==> src/rtl/bw_seq_divider.sv <==
// Sequential signed restoring divider, one quotient bit per clock.
// Optional macro BWDIV_FAST_PATH_EN: zero divisor/dividend skips CALC/FIX.
module bw_seq_divider #(
  parameter int WIDTH = 4
) (
  input  logic             clk,
  input  logic             rst_n,
  input  logic             start,
  input  logic [WIDTH-1:0] dividend,
  input  logic [WIDTH-1:0] divisor,
  output logic             busy,
  output logic             done,
  output logic [WIDTH-1:0] quotient,
  output logic [WIDTH-1:0] remainder,
  output logic             div_by_zero,
  output logic             overflow
);

  localparam int CW = (WIDTH > 2) ? $clog2(WIDTH) : 1;
  localparam logic [CW-1:0] LAST = CW'(WIDTH - 1);
  localparam logic [WIDTH-1:0] MOST_NEG = {1'b1, {(WIDTH-1){1'b0}}};

  typedef enum logic [1:0] {
    IDLE,
    CALC,
    FIX,
    FAST
  } state_t;

  state_t state, nxt;

  logic [CW-1:0]    count;
  logic [WIDTH-1:0] dvd_r;
  logic [WIDTH-1:0] mag;
  logic [WIDTH-1:0] dsr;
  logic [WIDTH:0]   rem;
  logic [WIDTH-1:0] quo;
  logic             neg_q;
  logic             neg_r;
  logic             dz;
  logic             ov;

  logic [WIDTH+1:0] rem_sh;
  logic [WIDTH+1:0] diff;
  logic             ge;
  logic             fast;

`ifdef BWDIV_FAST_PATH_EN
  assign fast = (divisor == '0) || (dividend == '0);
`else
  assign fast = 1'b0;
`endif

  assign rem_sh = {rem, mag[WIDTH-1]};
  assign diff   = rem_sh - {2'b00, dsr};
  assign ge     = ~diff[WIDTH+1];
  assign busy   = (state == CALC) || (state == FIX);

  // State register
  always_ff @(posedge clk) begin
    if (!rst_n) state <= IDLE;
    else        state <= nxt;
  end

  // Next-state decode
  always_comb begin
    nxt = state;
    unique case (state)
      IDLE: if (start) nxt = fast ? FAST : CALC;
      CALC: if (count == LAST) nxt = FIX;
      FIX:  nxt = IDLE;
      FAST: nxt = IDLE;
      default: nxt = IDLE;
    endcase
  end

  // Operand capture, restoring iteration and sign fix-up
  always_ff @(posedge clk) begin
    if (!rst_n) begin
      count       <= '0;
      dvd_r       <= '0;
      mag         <= '0;
      dsr         <= '0;
      rem         <= '0;
      quo         <= '0;
      neg_q       <= 1'b0;
      neg_r       <= 1'b0;
      dz          <= 1'b0;
      ov          <= 1'b0;
      done        <= 1'b0;
      quotient    <= '0;
      remainder   <= '0;
      div_by_zero <= 1'b0;
      overflow    <= 1'b0;
    end else begin
      done <= 1'b0;
      unique case (state)
        IDLE: begin
          if (start) begin
            dvd_r       <= dividend;
            mag         <= dividend[WIDTH-1] ? -dividend : dividend;
            dsr         <= divisor[WIDTH-1] ? -divisor : divisor;
            rem         <= '0;
            quo         <= '0;
            count       <= '0;
            neg_q       <= dividend[WIDTH-1] ^ divisor[WIDTH-1];
            neg_r       <= dividend[WIDTH-1];
            dz          <= (divisor == '0);
            ov          <= (dividend == MOST_NEG) && (divisor == '1);
            div_by_zero <= 1'b0;
            overflow    <= 1'b0;
          end
        end
        CALC: begin
          rem   <= ge ? diff[WIDTH:0] : rem_sh[WIDTH:0];
          quo   <= {quo[WIDTH-2:0], ge};
          mag   <= {mag[WIDTH-2:0], 1'b0};
          count <= count + 1'b1;
        end
        FIX, FAST: begin
          if (dz) begin
            quotient  <= '1;
            remainder <= dvd_r;
          end else begin
            quotient  <= neg_q ? -quo : quo;
            remainder <= neg_r ? -rem[WIDTH-1:0] : rem[WIDTH-1:0];
          end
          div_by_zero <= dz;
          overflow    <= ov;
          done        <= 1'b1;
        end
        default: ;
      endcase
    end
  end

endmodule

==> config.mk <==
export PLATFORM = sky130hd
export DESIGN_NAME = bw_seq_divider
export DESIGN_NICKNAME = d
export VERILOG_FILES = /design/src/rtl/bw_seq_divider.sv
export SDC_FILE = /design/constraint.sdc
export NUM_CORES = 1
export LEC_CHECK = 0
export CAP_MARGIN = 20
export CORE_MARGIN = 2
export CORE_UTILIZATION = 45
export CTS_CLUSTER_DIAMETER = 120
export DETAILED_ROUTE_END_ITERATION = 7
export GPL_TIMING_DRIVEN = 0
export PLACE_DENSITY = 0.66
export SLEW_MARGIN = 30
export SYNTH_ARGS = -nofsm -noshare
export SYNTH_HDL_FRONTEND = slang
export SYNTH_SLANG_ARGS = --single-unit
export TNS_END_PERCENT = 100
==> constraint.sdc <==
create_clock -name clk -period 2.7 [get_ports clk]
set_input_delay 0.81 -clock clk [delete_from_list [all_inputs] [get_ports clk]]
set_output_delay 0.81 -clock clk [all_outputs]
set_load 0.005 [all_outputs]
==> flow_summary.toml <==
[critical_path]
setup.worst_path.end_class = "flip-flop"
reg2reg_slack_ns = 0.64
worst_ep_arrival_time_ns = 2.63
reg2regPathDepth = 8
critPathLaunchType = "input pin"
path_class = "in -> reg"
worstReg2RegStart = "state[0]$_SDFFE_PN0P_"
worstPathMaxFanout = 10
cp.required_ns = 2.90
r2r-end = "rem[4]$_SDFFE_PN0P_"

[synthesis]
synthTopCellsByCount = "39 x dfxtp_1, 30 x nand2_1, 18 x o21ai_0"
synthCells = 259
synth.yosys.seq_area_share = 0.3611
ys.warnings.count = 0
synthMostInstantiatedCell = "dfxtp_1"
synth_area_leaders = "dfxtp_1 36%, ha_1 8.1%, nand2_1 5.2%"
synth_edf_count = 0
ys_ff_latch = 39
synthArstFlopShare = 0
avgSynthCellArea_sq_um = 8.348
synth_top_area_frac = 0.3611
synth_fp_nets = 285
synth_ff_type = "dfxtp_1"
netlist_area_sq_um = 2162
ys_types = 41
synth_top_cell_by_area = "dfxtp_1"

[die]
boundaryPins = 23
die-height_microns = 73.32
coreArea_sq_um = 4692
die_w_microns = 73.32
rows = 25
start_util = 0.4608
die-area_sq_um = 5375

[sta]
clock_skew_ns = 0.004600
layout_setup_ws_ns = 0.2781
rsz0062_at_grt = "false"
setup_viol = 0
worst_pin_slew_ns = 0.6205
post-route-period-util = 0.8970
hold_viol = 0
slew_violations = 0
finalSetupTns_ns = 0
fin_hold_ws_ns = 0.4667
slew_headroom = 0.5848
min_period_ns = 2.422
fmax_mhz = 412.9

[cts]
cts_tree = "done"
cts_buffer_depth = 2
cts-root-buf = "clkbuf_8"
cts_hold_buf = 0
clock_sinks = 39
clkTransAtPathRegs_ns = 0.07
cts_buffers = 5
htree_levels = 2
cts_resized = 0
clkLatencyLatePin_ns = 0.30
postCtsSetupRepairBufs = 0

[global_route]
met3_usage = 0.05350
grt.busiest_layer = "met2"
grt_pass1_wl_microns = 8411
grt.total_usage = 0.2065
grt_overflow = 0
antenna_found_initial = 0
use_met1 = 0.2795
use_met2 = 0.3283
grt_pass1_vias = 1780
grt_max_degree = 12

[drt]
drcViolationCount = 0
antenna_left = 0
drt_iter0_drc = 90
dr_total_vias = 1859
detail_route.vias_per_cell = 5.436
routed_wl_microns = 4823
post_drt_wl_per_cell_microns = 14.10
firstDrtPassIters = 5

[hold_path]
hold_path.startpoint = "remainder[1]$_SDFFE_PN0N_"
min_path_cells = 2
whs_endpoint = "remainder[1]$_SDFFE_PN0N_"
min_path_type = "reg -> reg"

[layout]
final_area_sq_um = 2521
antenna_cells = 0
drive_gt1_frac = 0.05903
nets = 313
area_delta_synth_final_pct = 16.61
n_fill_cell = 475

[placement]
place_area_sq_um = 2440
pre_cts_slack_ns = -0.02061
globalplace.congestion = 0.7922
port_buffers = 21
post-dp-hpwl_microns = 3594

[power_and_ir_drop]
pwr-share-seq = 0.489
sw_frac_of_total = 0.2914
ir_worst_vdd_mv = 0.2568
p_int_mw = 0.8945
power_mw = 1.262
p_switching_mw = 0.3679
leakagePower_nw = 0.9776
pwr-share-clk = 0.308
power.density_nw_per_um2 = 500.7
pwr-share-comb = 0.203

[outcome]
outcome = "complete, no violations"

[job]
max_cap_viol_count = 0
## critical path: stages
cell and delay [ns]:
clkdlybuf4s50_1 0.52, nand2b_1 0.32, o21ai_1 0.34, buf_2 0.33, o21ai_1 0.10, a311oi_1 0.21
## stage by stage
stage	cells	utilization
2_1_floorplan	259	-
3_3_place_gp	334	0.5200
3_5_place_dp	334	0.5200
4_1_cts	342	0.5373
5_1_grt	342	0.5373
6_report	342	0.5373
## logic make-up after synthesis
kind of cell             synth area share
buffers and inverters             0.05266
flip-flops                         0.3611
adder cells (fa/ha/maj)           0.09028
multiplexers                      0.03241
AO/OA/AOI/OAI                      0.2188
XOR/XNOR                          0.02836
AND/OR/NAND/NOR                    0.2164
## sequential cells by signal (all words and copies together) (netlist names)
signal,count
rem,5
dz,1
overflow,1
quo,4
done,1
remainder,4
quotient,4
mag,4
ov,1
state,2
dsr,4
div_by_zero,1
dvd_r,4
count,2
neg_q,1
## worst max-delay path by stage
stage | start | endpoint | slack (ns)
final | start | rem[4]$_SDFFE_PN0P_ | 0.28
after global routing | start | rem[4]$_SDFFE_PN0P_ | 0.14
after CTS | start | rem[4]$_SDFFE_PN0P_ | 0.28
after detailed placement | start | rem[4]$_SDFFE_PN0P_ | -0.02
after global placement | start | mag[1]$_SDFFE_PN0P_ | -0.02
after floorplan | dsr[1]$_SDFFE_PN0P_ | rem[0]$_SDFFE_PN0P_ | 0.82
## power by group through the flow
stage / logic [mW] / clock network (mW) / registers [mW]
after global placement: 0.253 / 0 / 0.630
after global routing: 0.291 / 0.417 / 0.621
after CTS: 0.258 / 0.393 / 0.617
after detailed placement: 0.258 / 0 / 0.631
final: 0.256 / 0.389 / 0.617
after floorplan: 0.188 / 0 / 0.624
## final cells by class
type | instances | area, sq um | area share
tap | 54 | 67.56 | 0.02680
timing repair buffer | 21 | 210.2 | 0.08337
buffer | 12 | 50.05 | 0.01985
inverter | 17 | 63.81 | 0.02531
multi-input combinational | 191 | 1267 | 0.5027
clock inverter | 1 | 5.005 | 0.001985
clock buffer | 7 | 76.32 | 0.03027
sequential | 39 | 780.7 | 0.3097
## cells in the final DEF (no fill, tap or decap), types with 3 or more instances in the layout
master	count
mux2i_1	4
a21oi_1	12
dfxtp_1	39
clkdlybuf4s50_1	21
inv_1	17
nand2_1	30
o211ai_1	4
and2_1	5
a31oi_1	3
nand3_1	6
a21boi_0	9
o211a_1	4
clkbuf_8	5
buf_2	4
clkbuf_1	10
nand2b_1	5
ha_1	14
o21ai_0	18
o21ai_1	5
nor3_1	7
nor2_1	14
xnor2_1	7
a22oi_1	5
nor2b_1	16
## routing by layer
metal | wire length [microns] | share of wire
met1 | 2420 | 0.50
met2 | 2149 | 0.45
met5 | 0 | 0
met4 | 63 | 0.013
met3 | 190 | 0.039
No activity file was read; power rests on OpenSTA's default activity.
